[src/rtl/axis_demux_1_2_pkg.sv]
// Shared types and constants for the packet-aware 1:2 AXI-Stream demultiplexer.
package axis_demux_pkg;

    // Route state: IDLE means no packet in progress and the route follows sel;
    // M1/M2 mean a packet is locked to that master until its tlast beat.
    typedef enum logic [1:0] {
        ROUTE_IDLE = 2'd0,
        ROUTE_M1   = 2'd1,
        ROUTE_M2   = 2'd2
    } route_e;

    // Value of sel that steers a new packet to master 1.
    localparam logic SEL_M1 = 1'b1;

    // Translate the raw sel request into the master it selects.
    function automatic route_e sel_route(input logic sel);
        return (sel == SEL_M1) ? ROUTE_M1 : ROUTE_M2;
    endfunction

endpackage

[src/rtl/axis_demux_1_2_out_reg.sv]
// One-entry registered AXI-Stream output stage. Accepts a beat whenever it is
// empty or being drained in the same cycle, so a continuous stream sees no bubbles.
module axis_out_reg #(
    parameter int DW = 8
) (
    input  logic          clk,
    input  logic          rst,
    input  logic          load_i,
    input  logic [DW-1:0] tdata_i,
    input  logic          tlast_i,
    output logic [DW-1:0] tdata_o,
    output logic          tvalid_o,
    output logic          tlast_o,
    input  logic          tready_i,
    output logic          loadable_o
);

    logic [DW-1:0] tdata_q, tdata_d;
    logic          tvalid_q, tvalid_d;
    logic          tlast_q, tlast_d;
    logic          load;

    // The entry can take a new beat when it is empty or its beat leaves this cycle.
    assign loadable_o = !tvalid_q || tready_i;
    assign load       = load_i && loadable_o;

    // Next-state selection: load wins, otherwise drain, otherwise hold (stalled beat stays put).
    always_comb begin
        // NOTE: every next-state signal gets a default first so no path leaves it unassigned (no latch).
        tdata_d  = tdata_q;
        tvalid_d = tvalid_q;
        tlast_d  = tlast_q;
        if (load) begin
            tdata_d  = tdata_i;
            tlast_d  = tlast_i;
            tvalid_d = 1'b1;
        end else if (tready_i) begin
            // Drained with nothing behind it: drop valid/last, keep the stale data.
            tvalid_d = 1'b0;
            tlast_d  = 1'b0;
        end
    end

    // Output register with asynchronous reset; a beat held at reset is discarded.
    always_ff @(posedge clk or posedge rst) begin
        if (rst) begin
            // NOTE: the data register is reset too, because the block presents all-zero outputs out of reset.
            tdata_q  <= '0;
            tvalid_q <= 1'b0;
            tlast_q  <= 1'b0;
        end else begin
            // NOTE: sequential state uses non-blocking assignments so all registers update from pre-edge values.
            tdata_q  <= tdata_d;
            tvalid_q <= tvalid_d;
            tlast_q  <= tlast_d;
        end
    end

    assign tdata_o  = tdata_q;
    assign tvalid_o = tvalid_q;
    assign tlast_o  = tlast_q;

endmodule

[src/rtl/axis_demux_1_2.sv]
// Packet-aware 1:2 AXI-Stream demultiplexer. The route is chosen from sel at the
// first beat of a packet and held until the tlast beat is accepted, so a packet
// never straddles the two outputs. Each output is a one-entry register stage.
module axis_demux_1_2
    import axis_demux_pkg::*;
#(
    parameter int DW = 8
) (
    input  logic          clk,
    input  logic          rst,
    input  logic          sel,
    input  logic [DW-1:0] s_tdata,
    input  logic          s_tvalid,
    input  logic          s_tlast,
    output logic          s_tready,
    output logic [DW-1:0] m1_tdata,
    output logic          m1_tvalid,
    output logic          m1_tlast,
    input  logic          m1_tready,
    output logic [DW-1:0] m2_tdata,
    output logic          m2_tvalid,
    output logic          m2_tlast,
    input  logic          m2_tready,
    output logic          busy
);

    route_e state_q;
    logic   busy_q;
    route_e route;
    logic   m1_loadable;
    logic   m2_loadable;
    logic   route_loadable;
    logic   accept;
    logic   load_m1;
    logic   load_m2;

    // Effective route and slave handshake: only the routed output can stall the slave.
    always_comb begin
        route          = (state_q == ROUTE_IDLE) ? sel_route(sel) : state_q;
        route_loadable = (route == ROUTE_M1) ? m1_loadable : m2_loadable;
        s_tready       = !rst && route_loadable;
        accept         = s_tvalid && s_tready;
        load_m1        = accept && (route == ROUTE_M1);
        load_m2        = accept && (route == ROUTE_M2);
    end

    // Packet-lock state machine with registered busy flag; only accepted beats move it.
    always_ff @(posedge clk or posedge rst) begin
        if (rst) begin
            state_q <= ROUTE_IDLE;
            busy_q  <= 1'b0;
        end else if (accept) begin
            if (s_tlast) begin
                state_q <= ROUTE_IDLE;
                busy_q  <= 1'b0;
            end else begin
                state_q <= route;
                busy_q  <= 1'b1;
            end
        end
    end

    assign busy = busy_q;

    axis_out_reg #(.DW(DW)) u_out_m1 (
        .clk        (clk),
        .rst        (rst),
        .load_i     (load_m1),
        .tdata_i    (s_tdata),
        .tlast_i    (s_tlast),
        .tdata_o    (m1_tdata),
        .tvalid_o   (m1_tvalid),
        .tlast_o    (m1_tlast),
        .tready_i   (m1_tready),
        .loadable_o (m1_loadable)
    );

    axis_out_reg #(.DW(DW)) u_out_m2 (
        .clk        (clk),
        .rst        (rst),
        .load_i     (load_m2),
        .tdata_i    (s_tdata),
        .tlast_i    (s_tlast),
        .tdata_o    (m2_tdata),
        .tvalid_o   (m2_tvalid),
        .tlast_o    (m2_tlast),
        .tready_i   (m2_tready),
        .loadable_o (m2_loadable)
    );

endmodule

[config.mk]
export PLATFORM = sky130hd
export DESIGN_NAME = axis_demux_1_2
export DESIGN_NICKNAME = d
export VERILOG_FILES = /design/src/rtl/axis_demux_1_2_pkg.sv /design/src/rtl/axis_demux_1_2_out_reg.sv /design/src/rtl/axis_demux_1_2.sv
export SDC_FILE = /design/constraint.sdc
export NUM_CORES = 1
export LEC_CHECK = 0
export ABC_CLOCK_PERIOD_IN_PS = 4100
export BUFFER_PORTS_ARGS = -buffer_cell sky130_fd_sc_hd__buf_2
export CAP_MARGIN = 20
export CORE_MARGIN = 2
export CORE_UTILIZATION = 52
export DETAILED_ROUTE_END_ITERATION = 10
export GPL_TIMING_DRIVEN = 0
export PLACE_DENSITY = 0.82
export SKIP_CTS_REPAIR_TIMING = 1
export SYNTH_ARGS = -nofsm -noshare
export SYNTH_HDL_FRONTEND = slang
export SYNTH_HIERARCHICAL = 1
export SYNTH_SLANG_ARGS = --single-unit
export TNS_END_PERCENT = 50
[constraint.sdc]
create_clock -name clk -period 4.1 [get_ports clk]
set_clock_uncertainty 0.05 [all_clocks]
set_input_delay 0.205 -clock clk [delete_from_list [all_inputs] [get_ports clk]]
set_output_delay 0.205 -clock clk [all_outputs]
set_load 0.03 [all_outputs]
==> results of run 1 <==
-- how the worst max path moves through the flow --
stage / endpoint / depth (start not counted)
6_report: u_out_m2/tdata_o[0] / 6
5_1_grt: u_out_m2/tdata_o[0] / 6
4_1_cts: u_out_m2/tdata_o[0] / 5
3_5_place_dp: u_out_m2/tdata_o[0] / 5
3_3_place_gp: u_out_m2/tdata_o[4] / 5
2_1_floorplan: u_out_m2/tdata_o[0] / 5
-- sequential cells by signal (all words and copies together) (netlist names) --
signal / cells
busy: 1
state_q: 2
u_out_m1/tdata_o: 8
u_out_m1/tlast_o: 1
u_out_m1/tvalid_o: 1
u_out_m2/tdata_o: 8
u_out_m2/tlast_o: 1
u_out_m2/tvalid_o: 1
-- cell families after synthesis --
group	after synthesis
AO/OA/AOI/OAI	4
buffers and inverters	5
flip-flops	23
multiplexers	20
AND/OR/NAND/NOR	22
-- critical path, cell delays in order --
cell and delay, ns:
dlygate4sd3_1 0.53, buf_2 0.15, nand3b_2 0.24, nor3_1 0.48, nand2_4 0.24, mux2_4 0.35
-- metal layers --
metal / global-route usage (%) / up-vias / share of wire [%]
li1: - / 341 / -
met1: 24.5 / 348 / 43
met4: 5.56 / 0 / 0
met5: 0 / - / 0
met3: 3.64 / 0 / 4.6
met2: 33.1 / 20 / 52
-- synth_stat cells --
cell type  count  share of area, %
o41ai_1        1              0.81
mux2_1         1               1.0
o21bai_4       1               1.7
nand2b_4       2               2.6
o22a_2         1              0.93
nand2_1        2              0.70
nand3b_1       4               2.8
mux2_4        16                22
nor3_1         2              0.93
mux2i_1        3               2.8
or2b_1         2               1.4
inv_1          5               1.7
o21ai_1        1              0.46
nor2_1         3               1.0
nand3b_2       1               1.0
nand2b_1       2               1.2
nand2_4        2               2.1
dfrtp_1       23                53
nand3_1        2              0.93
-- final cells by class --
class	count	area [um2]	share of cell area (%)
Multi-Input combinational cell	46	482	36.3
Clock inverter	1	5.00	0.377
Clock buffer	3	22.5	1.70
Timing Repair Buffer	37	190	14.3
Sequential cell	23	576	43.4
Tap cell	27	33.8	2.54
Inverter	5	18.8	1.41
-- metrics by stage --
stage	power, mW	utilization [%]	setup slack [ns]	instances
finish	0.933	67.7	2.05	142
global route	0.986	67.7	1.99	142
CTS	0.937	67.2	2.18	141
detailed placement	0.834	65.8	2.19	137
global placement	0.820	65.8	2.25	137
floorplan	0.707	-	2.26	74
-- power by group --
| group | total [mW] | internal (mW) | switching (mW) |
|---|---|---|---|
| Sequential | 0.373 | 0.316 | 0.0574 |
| Combinational | 0.455 | 0.190 | 0.265 |
| Clock | 0.105 | 0.0364 | 0.0689 |
==> results.tsv, run 1 <==
metric	value	unit
coreArea	1960	um2
arrival	2.21	ns
startpoint	rst	
clk_pin_slew_worst_paths	0.13	ns
wirelength	1990	um
ys_warn_count	6	
synth-seq-area-share	53.5	%
rsz0062_at_grt	false	
synth-seq-cells	23	
gp_congestion	0.746	
avgSynthCellArea	14.5	um2
wire_per_inst	14.0	um
dp.final_hpwl	1530	um
leakage	0.737	nW
synth.cell_area	1080	um2
hold_path_class	input port to flip-flop	
grt-ovfl-total	0	
num_rows	16	
cts_tree	yes	
final_area	1330	um2
critical_path_class	input port to flip-flop	
cts_buffers	3	
r2r-end	u_out_m2/tdata_o[0]	
finalHoldViolCount	0	
vias	709	
syn_inst	74	
drv_cap	0	
min_from	s_tdata[5]	
cp-end-kind	flip-flop	
yosys.area_share.simple	14.7	%
synth_top_family_by_area	multiplexers	
hold-worst-slack	0.0800	ns
cts.sinks	23	
synthMuxAreaShare	26.2	%
reg2reg_slack	2.19	ns
synthAdderAreaFrac	0	%
grt_pass1_wl	3530	um
start_util	54.8	%
grt_pass1_vias	766	
status	completed	
htreeDepth	1	
holdPathStages	2	
dpl_cell_area	1290	um2
dr.pass1.iters	4	
whs_endpoint	u_out_m1/tdata_o[5]	
synth_compound_gate_area_share	3.95	%
drt_iter0_markers	6	
die_w	49.5	um
insertion_delay	0.31	ns
cp-start-kind	input port	
cellPowerDensity	703	nW/um2
finalSetupViolations	0	
grt_max_degree	14	
clock_path_buffers	2	
drtAntennaViolNets	0	
final_cell_mix	buf_2, dfrtp_1, mux2_4	
rr_startpoint	u_out_m2/tvalid_o	
syn2layout_area_growth	23.4	%
fin_crit_sh	50.1	%
die_h	49.5	um
port_buffers	36	
drive_gt1_share	54.8	%
diodes	0	
die-area	2450	um2
via_per_inst	4.99	
syn_nets	89	
slew_viol_final	0	
setup_total_negative_slack	0	ns
final_nets	131	
cts_root_buffer	clkbuf_4	
relSlewSlack	60.4	%
final_common_cell	buf_2	
synth_cell_types	19	
tightest_slew	0.590	ns
synth_xor_area_share	0	%
drc	0	
antenna_found_initial	0	
cp_data_required_time	4.25	ns
min_period	2.05	ns
ff2ff_path_depth	5	
ios	37	
grt_usage	19.1	%
n_fill_cell	169	
cp_max_fo	8	
ir_drop	0.538	mV
max_freq	487	MHz
Power figures use the tool's default switching activity.
==> inputs of run 2 (changes only) <==
- ABC_AREA: not set -> 1
- ABC_CLOCK_PERIOD_IN_PS: 4100 -> 1700
- CORE_UTILIZATION: 52 -> 44
- PLACE_DENSITY: 0.82 -> 0.74
- clock period: 4.1 -> 1.7 ns (I/O delays scaled with it)
==> results.tsv, run 2 <==
metric	value	unit
synth_cell_types	14	
grt_pass1_vias	924	
n_fill_cell	220	
crit_path_cell_trace	dlygate4sd3_1 > buf_2 > inv_1 > nand2_2 > buf_6 > inv_1 > nand3_2 > nand4_4 > nor2_4 > buf_6 > nand2_4 > nand2_1 > nand2_1	
synth_ff_type	dfrtp_1	
num_rows	18	
final_core_util	60.3	%
power.internal	1.14	mW
cts.sinks	23	
start_util	45.3	%
crit_slowest_cell	dlygate4sd3_1	
synth_largest_area_cell	dfrtp_1	
hold_path_class	input port to flip-flop	
netlist_top_cells_count	nand2_1, dfrtp_1, nand3_1	
slew_viol_final	0	
drc	0	
clock_path_buffers	2	
cp-start-kind	input port	
die_h	54.1	um
cp_num_buf_inv	6	
final_cells	209	
ys_top_cells_by_area	dfrtp_1, nand2_1, nand3_1	
antenna_found_initial	0	
synth_edf_count	0	
violations	negative hold slack	
total_power	2.11	mW
synth-seq-cells	23	
clk_pin_slew_worst_paths	0.12	ns
die-area	2920	um2
cts_tree	yes	
post-synth-top-count-cell	nand2_1	
final_area	1470	um2
final_common_cell	nand2_1	
arrival	1.79	ns
final_cell_mix	nand2_1, buf_2, dfrtp_1	
hold-worst-slack	-0.0114	ns
syn2layout_area_growth	33.0	%
ios	37	
wire_per_inst	12.3	um
placed_cells	194	
cp_max_fo	10	
synth.cell_area	1100	um2
coreArea	2430	um2
grt_busiest_layer	met2	
max_stage_delay	0.54	ns
use_met1	21.9	%
critical_path_class	input port to flip-flop	
status	finished with violations	
htreeDepth	1	
p_seq_share	40.0	%
switchingPower	0.974	mW
drv_cap	0	
synth_top_area_share	52.2	%
pwr-share-comb	48.6	%
max_freq	609	MHz
cts_buffers	3	
setup_total_negative_slack	0	ns
synth-seq-area-share	52.2	%
syn_inst	128	
via_per_inst	4.85	
leakage	0.856	nW
min_period	1.64	ns
tightest_slew	0.388	ns
critPathTopFamily	buffers and inverters	
final_nets	195	
avgSynthCellArea	8.61	um2
dr.pass1.iters	4	
insertion_delay	0.30	ns
finalWorstSetupSlack	0.0567	ns
ys_warn_count	6	
grt_pass1_wl	3800	um
wirelength	2580	um
met2_usage	32.5	%
gr-usage-met3	2.50	%
grt_max_degree	13	
relSlewSlack	74.1	%
fin_crit_sh	96.7	%
port_buffers	36	
place_ws	0.0556	ns
vias	1014	
syn_nets	143	
pwr-share-clk	11.4	%
dp.final_hpwl	1860	um
die_w	54.1	um
cts_root_buffer	clkbuf_4	
drt_iter0_markers	15	
cp_data_required_time	1.85	ns
finalSetupViolations	0	
synthArstFlopShare	100	%
diodes	0	
finalHoldViolCount	5	
ir_drop	0.852	mV
cellPowerDensity	1440	nW/um2
dpl_cell_area	1320	um2
drive_gt1_share	36.9	%
drtAntennaViolNets	0	
grt_usage	17.9	%
grt-ovfl-total	0	
cp-end-kind	flip-flop	
switching_share	46.1	%
gp_congestion	0.750	
run 2: changes by cell type after synthesis, sizes merged, moves of 3 or more:
cell,before,now
nand2b,4,0
nor2,3,7
nand3b,5,0
inv,5,13
nand4,0,4
nand3,2,20
mux2i,3,0
buf,0,4
mux2,17,0
nand2,4,55
run 2: layout make-up:
| cell class | instances | area (um2) | share of cell area, % |
|---|---|---|---|
| multi-input combinational | 88 | 455 | 31.1 |
| clock buffer | 4 | 26.3 | 1.79 |
| sequential | 23 | 576 | 39.2 |
| tap | 30 | 37.5 | 2.56 |
| timing repair buffer | 47 | 278 | 18.9 |
| inverter | 13 | 48.8 | 3.33 |
| buffer | 4 | 45.0 | 3.07 |
run 2: path summary, 6_finish.rpt:
path / startpoint / end / slack (ns) / cells past startpoint
max: m1_tready / u_out_m2/tdata_o[5] / 0.06 / 13
min: s_tdata[7] / u_out_m2/tdata_o[7] / -0.01 / 3
max reg2reg: u_out_m2/tvalid_o / u_out_m2/tdata_o[5] / 0.10 / 10
min reg2reg: u_out_m1/tdata_o[5] / u_out_m1/tdata_o[5] / 0.43 / 2
max in group asynchronous: rst / u_out_m1/tdata_o[1] / 1.04 / 3
min in group asynchronous: rst / busy / 0.18 / 3
run 2: power by group through the flow:
stage / clock network [mW] / registers [mW] / logic, mW
floorplan: 0 / 1.23 / 0.316
global placement: 0 / 0.846 / 0.964
detailed placement: 0 / 0.854 / 0.986
CTS: 0.252 / 0.844 / 0.987
global route: 0.272 / 0.873 / 1.12
finish: 0.242 / 0.844 / 1.03
run 2: cell families (layout without fill, tap and decap cells):
family | count (synthesis) | count (layout) | synth area share (%)
buffers and inverters | 17 | 68 | 8.51
and+or+nand+nor | 86 | 86 | 38.4
DFF | 23 | 23 | 52.2
AOI/OAI and AO/OA | 2 | 2 | 0.908
run 2: per-layer routing:
metal | vias to the layer above | routed length [um]
li1 | 511 | -
met1 | 478 | 1050
met2 | 23 | 1390
met3 | 2 | 123
met4 | 0 | 15
met5 | - | 0
run 2: tightest hold or removal path, cell delays in order:
cell     delay, ns
buf_2         0.09
nand3_1       0.07
nand2_1       0.07
==> inputs of run 3 (changes only) <==
- REMOVE_ABC_BUFFERS: not set -> 1
==> results.tsv, run 3 (synthesized netlist as in run 2, its figures left out) <==
metric	value	unit
status	finished with violations	
violations	negative hold slack	
slew_viol_final	0	
grt_busiest_layer	met2	
final_cells	209	
syn2layout_area_growth	33.0	%
cp_num_buf_inv	5	
finalHoldViolCount	1	
htreeDepth	1	
cts.sinks	23	
grt_pass1_vias	857	
insertion_delay	0.30	ns
place_ws	-0.328	ns
reg2reg_slack	0.12	ns
arrival	1.81	ns
cp-start-kind	input port	
max_freq	620	MHz
cp_max_fo	13	
n_fill_cell	230	
placed_cells	190	
die_h	54.1	um
ios	37	
max_stage_delay	0.53	ns
met2_usage	27.8	%
leakage	0.865	nW
min_period	1.61	ns
via_per_inst	4.78	
hold-worst-slack	-0.000438	ns
final_nets	195	
wirelength	2440	um
crit_path_cell_trace	dlygate4sd3_1 > buf_2 > inv_1 > nand2_4 > inv_1 > nand2_4 > nand4_4 > nor2_4 > buf_4 > nand3_1 > nand2_1	
wire_per_inst	11.7	um
coreArea	2430	um2
dp.final_hpwl	1780	um
grt-ovfl-total	0	
ff2ff_path_depth	8	
fin_crit_sh	94.9	%
grt_pass1_wl	3610	um
total_power	2.10	mW
crit_cells	11	
relSlewSlack	73.6	%
drv_cap	0	
cellPowerDensity	1430	nW/um2
start_util	45.3	%
rr_startpoint	u_out_m2/tvalid_o	
crit_slowest_cell	dlygate4sd3_1	
multi_input_area	460	um2
critPathTopFamily	buffers and inverters	
finalSetupViolations	0	
use_met1	22.6	%
hold_path_class	input port to flip-flop	
diodes	0	
gp_congestion	0.772	
die_w	54.1	um
ir_drop	0.926	mV
port_buffers	36	
dr.pass1.iters	4	
cp-end-kind	flip-flop	
final_cell_mix	nand2_1, buf_2, dfrtp_1	
final_common_cell	nand2_1	
clk_pin_slew_worst_paths	0.12	ns
clock_path_buffers	2	
cts_root_buffer	clkbuf_4	
cts_buffers	3	
grt_max_degree	14	
die-area	2920	um2
num_rows	18	
startpoint	m2_tready	
critical_path_class	input port to flip-flop	
tightest_slew	0.395	ns
endpoint	u_out_m2/tlast_o	
vias	999	
antenna_found_initial	0	
drc	0	
r2r-end	u_out_m2/tlast_o	
cts_tree	yes	
grt_usage	17.1	%
finalWorstSetupSlack	0.0867	ns
drtAntennaViolNets	0	
drive_gt1_share	34.6	%
cp_data_required_time	1.90	ns
gr-usage-met3	3.06	%
drt_iter0_markers	20	
register_area	576	um2
==> run 3: changes by cell type in the layout (fill, tap and decap cells not counted), sizes merged <==
| cell | previous run | this run |
|---|---|---|
| buf | 45 | 41 |
| dlygate4sd3 | 6 | 10 |
==> run 3: per-stage QoR <==
| stage | setup TNS (ns) | util (%) | instance area [um2] |
|---|---|---|---|
| 2_1_floorplan | -1.44 | - | 1060 |
| 3_3_place_gp | -2.98 | 52.4 | 1270 |
| 4_1_cts | -4.16 | 53.5 | 1300 |
| 6_report | 0 | 60.3 | 1470 |
| 3_5_place_dp | -3.70 | 52.4 | 1270 |
| 5_1_grt | -0.00407 | 60.3 | 1470 |
==> run 3: cell type report <==
type / count / area share, %
flip-flops and latches: 23 / 39.2
well taps: 30 / 2.56
repair buffers: 51 / 21.7
inverters: 13 / 3.33
multi-input cells: 88 / 31.4
clock buffers: 4 / 1.79
==> run 3: where the power goes <==
| group | internal (mW) | total [mW] | switching (mW) |
|---|---|---|---|
| sequential | 0.740 | 0.843 | 0.103 |
| clock | 0.0913 | 0.245 | 0.154 |
| combinational | 0.295 | 1.01 | 0.712 |
| total | 1.13 | 2.10 | 0.969 |
==> run 3: how the worst min path moves through the flow <==
stage | from | end | slack [ns] | cells past startpoint
final | s_tdata[3] | u_out_m1/tdata_o[3] | -0.0004 | 3
after global routing | s_tdata[3] | u_out_m2/tdata_o[3] | 0.002 | 3
after CTS | rst | busy | -0.38 | 2
after detailed placement | rst | busy | -0.04 | 2
after global placement | rst | busy | -0.04 | 2
after floorplan | rst | busy | -0.20 | 1
==> run 3: per-layer routing <==
layer  vias to the layer above  wire length [um]
met4                         0                10
met2                        27              1230
met1                       466              1070
met3                         2               132
li1                        504                 -
met5                         -                 0
==> run 3: worst reg2reg max path: cells and delay by family, from the launching register on <==
kind	cells	cell delay, ns
flip-flops	1	0.43
AND/OR/NAND/NOR	6	0.81
buffers and inverters	2	0.26
